<file path="src/rtl/pipe_ctrl_pkg.sv">
// Shared definitions for the pipeline controller: forwarding mux codes and
// the data-memory wait FSM state encoding.
package pipe_ctrl_pkg;

  // EXE operand mux selects
  localparam logic [1:0] FWD_NONE = 2'b00;  // register file value
  localparam logic [1:0] FWD_MEM  = 2'b01;  // ALU result sitting in MEM
  localparam logic [1:0] FWD_WB   = 2'b10;  // value being written back

  // Data-memory wait FSM
  typedef enum logic {
    ST_IDLE = 1'b0,
    ST_WAIT = 1'b1
  } wait_state_e;

endpackage

</file>
<file path="src/rtl/pipe_ctrl_unit_mem_wait.sv">
// Multi-cycle data-memory wait FSM. A load/store holds MEM for MEM_WAIT
// cycles; stall is high for the first MEM_WAIT-1 of them so the pipe holds
// while the access completes. busy mirrors the state bit (high in WAIT).
module mem_wait_fsm
  import pipe_ctrl_pkg::*;
#(
  parameter int MEM_WAIT = 1
) (
  input  logic clk,
  input  logic rst,
  input  logic mem_access,
  output logic stall,
  output logic busy
);

  localparam int CW = $clog2(MEM_WAIT) + 1;
  // Cycles still to wait after the first (IDLE) cycle and the final release cycle
  localparam logic [CW-1:0] CNT_INIT = CW'((MEM_WAIT > 1) ? (MEM_WAIT - 2) : 0);

  wait_state_e   state_q, state_d;
  logic [CW-1:0] cnt_q, cnt_d;
  logic          stall_c;

  // Next-state and stall decode
  always_comb begin
    state_d = state_q;
    cnt_d   = cnt_q;
    stall_c = 1'b0;
    case (state_q)
      ST_IDLE: begin
        if (mem_access && (MEM_WAIT > 1)) begin
          stall_c = 1'b1;
          cnt_d   = CNT_INIT;
          state_d = ST_WAIT;
        end
      end
      ST_WAIT: begin
        if (cnt_q != '0) begin
          stall_c = 1'b1;
          cnt_d   = cnt_q - CW'(1);
        end else begin
          // Release cycle: the access completes, pipe moves on
          state_d = ST_IDLE;
        end
      end
      default: state_d = ST_IDLE;
    endcase
  end

  // State and countdown registers
  always_ff @(posedge clk) begin
    if (rst) begin
      state_q <= ST_IDLE;
      cnt_q   <= '0;
    end else begin
      state_q <= state_d;
      cnt_q   <= cnt_d;
    end
  end

  // Reset forces the outputs low in the same cycle, even mid-WAIT
  assign stall = ~rst & stall_c;
  assign busy  = ~rst & (state_q == ST_WAIT);

endmodule

</file>
<file path="src/rtl/pipe_ctrl_unit.sv">
// Central pipeline controller: EXE forwarding selects, load-use / RAW hazard
// freeze, branch flush, whole-pipe memory stall and saturating perf counters.
// Priority of pipe controls: stall_all > flush > freeze.
module pipe_ctrl_unit
  import pipe_ctrl_pkg::*;
#(
  parameter int REG_ADDR_W = 4,
  parameter int FORWARD_EN = 1,
  parameter int MEM_WAIT   = 1,
  parameter int CNT_W      = 32
) (
  input  logic                  clk,
  input  logic                  rst,
  input  logic                  fwd_en,
  input  logic [REG_ADDR_W-1:0] id_src1,
  input  logic [REG_ADDR_W-1:0] id_src2,
  input  logic                  id_two_src,
  input  logic [REG_ADDR_W-1:0] exe_src1,
  input  logic [REG_ADDR_W-1:0] exe_src2,
  input  logic                  exe_wb_en,
  input  logic                  exe_mem_read,
  input  logic [REG_ADDR_W-1:0] exe_dest,
  input  logic                  mem_wb_en,
  input  logic                  mem_access,
  input  logic [REG_ADDR_W-1:0] mem_dest,
  input  logic                  wb_wb_en,
  input  logic [REG_ADDR_W-1:0] wb_dest,
  input  logic                  branch_taken,
  output logic [1:0]            fwd_sel_a,
  output logic [1:0]            fwd_sel_b,
  output logic                  freeze,
  output logic                  stall_all,
  output logic                  flush,
  output logic                  mem_busy,
  output logic [CNT_W-1:0]      perf_stall,
  output logic [CNT_W-1:0]      perf_flush
);

  logic             fe;
  logic             match_exe, match_mem, hazard;
  logic [CNT_W-1:0] perf_stall_q, perf_stall_d;
  logic [CNT_W-1:0] perf_flush_q, perf_flush_d;

  mem_wait_fsm #(.MEM_WAIT(MEM_WAIT)) u_mem_wait (
    .clk        (clk),
    .rst        (rst),
    .mem_access (mem_access),
    .stall      (stall_all),
    .busy       (mem_busy)
  );

  // Forwarding is active only when built in and enabled at run time
  assign fe = (FORWARD_EN != 0) & fwd_en;

  // Hazard detection against the instruction in ID
  always_comb begin
    match_exe = (id_src1 == exe_dest) | (id_two_src & (id_src2 == exe_dest));
    match_mem = (id_src1 == mem_dest) | (id_two_src & (id_src2 == mem_dest));
    if (fe) hazard = exe_wb_en & exe_mem_read & match_exe;
    else    hazard = (exe_wb_en & match_exe) | (mem_wb_en & match_mem);
  end

  // Pipe controls; stall_all is already zero during reset
  always_comb begin
    flush  = ~rst & branch_taken & ~stall_all;
    freeze = ~rst & hazard & ~stall_all & ~flush;
  end

  // EXE operand selects; the MEM stage result is younger so it wins
  always_comb begin
    fwd_sel_a = FWD_NONE;
    fwd_sel_b = FWD_NONE;
    if (fe && !rst) begin
      if (mem_wb_en && (mem_dest == exe_src1))    fwd_sel_a = FWD_MEM;
      else if (wb_wb_en && (wb_dest == exe_src1)) fwd_sel_a = FWD_WB;
      if (mem_wb_en && (mem_dest == exe_src2))    fwd_sel_b = FWD_MEM;
      else if (wb_wb_en && (wb_dest == exe_src2)) fwd_sel_b = FWD_WB;
    end
  end

  // Saturating counter increments
  always_comb begin
    perf_stall_d = perf_stall_q;
    perf_flush_d = perf_flush_q;
    if ((freeze | stall_all) && !(&perf_stall_q)) perf_stall_d = perf_stall_q + CNT_W'(1);
    if (flush && !(&perf_flush_q))                perf_flush_d = perf_flush_q + CNT_W'(1);
  end

  // Counter registers
  always_ff @(posedge clk) begin
    if (rst) begin
      perf_stall_q <= '0;
      perf_flush_q <= '0;
    end else begin
      perf_stall_q <= perf_stall_d;
      perf_flush_q <= perf_flush_d;
    end
  end

  assign perf_stall = rst ? '0 : perf_stall_q;
  assign perf_flush = rst ? '0 : perf_flush_q;

endmodule
</file>
<file path="config.mk">
export PLATFORM = sky130hd
export DESIGN_NAME = pipe_ctrl_unit
export DESIGN_NICKNAME = d
export VERILOG_FILES = /design/src/rtl/pipe_ctrl_pkg.sv /design/src/rtl/pipe_ctrl_unit_mem_wait.sv /design/src/rtl/pipe_ctrl_unit.sv
export SDC_FILE = /design/constraint.sdc
export NUM_CORES = 1
export LEC_CHECK = 0
export CORE_MARGIN = 2
export CORE_UTILIZATION = 54
export CTS_BUF_LIST = sky130_fd_sc_hd__clkbuf_8
export CTS_CLUSTER_SIZE = 25
export DETAILED_ROUTE_END_ITERATION = 10
export PLACE_DENSITY = 0.88
export SYNTH_ARGS = -nofsm -noshare
export SYNTH_HDL_FRONTEND = slang
export SYNTH_SLANG_ARGS = --single-unit
</file>
<file path="constraint.sdc">
create_clock -name clk -period 5.7 [get_ports clk]
set_input_delay 1.14 -clock clk [delete_from_list [all_inputs] [get_ports clk]]
set_output_delay 1.14 -clock clk [all_outputs]
set_load 0.01 [all_outputs]
</file>
==> results.sh <==
export IMPL_irDropWorstVdd_mv=0.136
export IMPL_grt_pass1_wl_um=16900
export IMPL_critPathKind="input pin to primary output"
export IMPL_synth_commonest_cells="67 x nor2_1, 64 x dfxtp_1, 61 x nor2b_1"
export IMPL_r2r_slack_ns=3.16
export IMPL_slowest_delay_ns=0.54
export IMPL_cts_tree="done"
export IMPL_dominantRegCellSynth="dfxtp_1"
export IMPL_crit_buf_inv=4
export IMPL_gp_congestion=0.816
export IMPL_min_path_type="register to register"
export IMPL_r2r_end="perf_stall_q[20]"
export IMPL_ys_async_sr_fraction_pct=0
export IMPL_min_to="perf_flush_q[3]"
export IMPL_slew_headroom_pct=47.6
export IMPL_nNetsFinal=641
export IMPL_yosysWarningCount=0
export IMPL_holdBufCountCts=0
export IMPL_worstRegToRegCells=8
export IMPL_fillCellCount=541
export IMPL_dieWidth_um=90.2
export IMPL_synth_top_area_cell="dfxtp_1"
export IMPL_drv_slew=0
export IMPL_worstPathArrival_ns=3.29
export IMPL_postSynthAreaPerCell_sq_um=7.97
export IMPL_ant_nets=0
export IMPL_antenna_found_initial=0
export IMPL_setup_worst_path_end_class="primary output"
export IMPL_synth_area_leaders="dfxtp_1 32%, nor2b_1 9.5%, mux2_2 7.6%, nor2_1 6.3%, xnor2_1 5.9%"
export IMPL_die_y_um=90.2
export IMPL_hold_viol=0
export IMPL_p_per_area_mw_per_mm2=184
export IMPL_critPathMaxFanout=22
export IMPL_cap_viol_max_count=0
export IMPL_ioPinCount=110
export IMPL_ys_seq_elements=64
export IMPL_synthCells=504
export IMPL_cts_max_path_buffers=2
export IMPL_viasPerCell=5.64
export IMPL_drive_above_1_share_pct=9.08
export IMPL_p_leak_nw=1.88
export IMPL_syn2layout_area_growth_pct=32.7
export IMPL_initial_core_util_pct=55.7
export IMPL_drt_iter0_drc=180
export IMPL_grt_pass1_vias=3820
export IMPL_fp_row_count=31
export IMPL_diodes=0
export IMPL_final_setup_viol_count=0
export IMPL_htreeDepth=3
export IMPL_path_delay_family="buffers and inverters"
export IMPL_numPortBuffers=106
export IMPL_placed_cell_area_sq_mm=0.00511
export IMPL_fin_crit_sh_pct=77.7
export IMPL_worstPathRequired_ns=4.56
export IMPL_status="finished, final reports clean"
export IMPL_cp_cell_sequence="clkdlybuf4s50_1 > xor2_1 > nor3_1 > nand3_1 > o21ai_1 > o21ai_1 > buf_4 > inv_1 > clkdlybuf4s50_1"
export IMPL_fp_dieArea_sq_mm=0.00814
export IMPL_cts_setup_buffers=0
export IMPL_dr_pass1_iters=5
export IMPL_cts_resized=0
export IMPL_synth_top_cell_area_share_pct=31.9
export IMPL_fin_crit_ns=4.43
export IMPL_start_kind="input pin"
export IMPL_yosysSeqAreaShare_pct=31.9
export IMPL_vias=3976
export IMPL_cts_made_buffers=9
export IMPL_clock_latency_ns=0.34
export IMPL_syn_area_sq_mm=0.00402
export IMPL_max_freq_ghz=0.226
export IMPL_rsz0062_at_grt="no"
export IMPL_grt_ovfl_total=0
export IMPL_grt_start_max_net_pins=87
export IMPL_cts_clk_slew_worst_paths_ns=0.08
export IMPL_synth_most_common_cell="nor2_1"
export IMPL_synth_edf_count=0
export IMPL_dp_hpwl_um=7610
export IMPL_avgRoutedWirePerCell_um=14.7
export IMPL_min_from="perf_flush_q[3]"
export IMPL_tightest_slew_ns=0.785
export IMPL_crit_reg2reg_launch="perf_stall_q[14]"
export IMPL_hold_depth=2
export IMPL_fin_tns_setup_ns=0
export IMPL_cts_sinks=64
export IMPL_crit_path_top_delay_cell="clkdlybuf4s50_1"
export IMPL_synth_cell_type_count=47
export IMPL_route_detailed_drc=0
export IMPL_core_area_sq_mm=0.00721
export IMPL_clock_skew_ns=0.00730
export IMPL_grt_use_total_pct=24.8
export IMPL_design_area_sq_mm=0.00533
export IMPL_clock_root_buffer="clkbuf_8"
export IMPL_drt_total_wl_um=10400
-- state kept, by name, indices dropped and copies added, names as in the netlist --
register and count:
perf_flush_q 32, perf_stall_q 32
-- worst max-delay path by stage --
stage | cells past startpoint | to | slack, ns | start
5_1_grt | 9 | freeze | 1.13 | fwd_en
4_1_cts | 8 | freeze | 1.27 | mem_dest[0]
2_1_floorplan | 5 | perf_flush[17] | 2.21 | rst
6_report | 9 | freeze | 1.27 | mem_dest[0]
3_3_place_gp | 9 | freeze | 1.32 | fwd_en
3_5_place_dp | 8 | freeze | 1.28 | mem_dest[0]
-- metrics by stage --
step                      total power, W  setup WS, ns  cells  hold WS (ns)  utilization [%]
after floorplan                 0.000509          2.21    505         0.469                -
after global placement          0.000549          1.32    689         0.485             70.8
after detailed placement        0.000553          1.28    689         0.506             70.8
after CTS                       0.000984          1.27    705         0.517             73.8
after global routing             0.00102          1.13    705         0.554             73.8
final                           0.000982          1.27    705         0.523             73.8
-- area by class of cell --
class                   instances  area [sq um]  share of cell area [%]
clock buffers                   9           124                    2.33
clock inverters                 7          95.1                    1.78
inverters                       9          33.8                   0.634
multi-input cells             408          2590                    48.6
flip-flops and latches         64          1280                    24.0
well taps                      99           124                    2.33
repair buffers                109          1080                    20.3
-- worst reg2reg max path, delay by kind of cell, from the launching register on --
kind          cells  cell delay (ns)
flops             1             0.41
simple gates      6             1.35
buf+inv           1             0.34
mux               1             0.32
-- placed cells by master, fill, tap and decap left out, drive strengths merged, types with 2 or more instances in the layout --
master,count
clkdlybuf4s50,105
nor2,67
dfxtp,64
nor2b,61
nand2,37
nor3,31
mux2,28
xnor2,27
xor2,26
nand3,24
nand4,21
o21ai,15
nor4,13
inv,10
clkbuf,9
or3,8
a21oi,8
and4,6
or4,6
and3,5
buf,4
nand2b,3
and2,3
nor4b,3
clkinv,3
ha,2
conb,2
bufinv,2
a31oi,2
-- routing by layer --
metal / vias up / part of all wire [%] / global-route usage [%]
met5: - / 0 / 0
met4: 0 / 2.8 / 11.9
met3: 31 / 5.3 / 5.28
met2: 136 / 51 / 44.9
met1: 1861 / 41 / 27.5
li1: 1948 / - / -
-- power by group --
group	total, W	internal [W]	switching (W)	leakage (nW)
Clock	0.000438	0.000247	0.000192	0.110
Sequential	0.000451	0.000449	0.00000219	0.516
Combinational	0.0000927	0.0000449	0.0000478	1.25
-- cell families after synthesis --
| kind of cell | count (synthesis) | synth area share (%) |
|---|---|---|
| AO/OA/AOI/OAI | 31 | 4.67 |
| XOR/XNOR | 53 | 11.6 |
| adder cells (fa/ha/maj) | 2 | 0.623 |
| buffers and inverters | 33 | 3.71 |
| flip-flops | 64 | 31.9 |
| multiplexers | 28 | 7.85 |
| other | 1 | 0.0934 |
| AND/OR/NAND/NOR | 292 | 39.6 |
No activity file was read; power rests on OpenSTA's default activity.
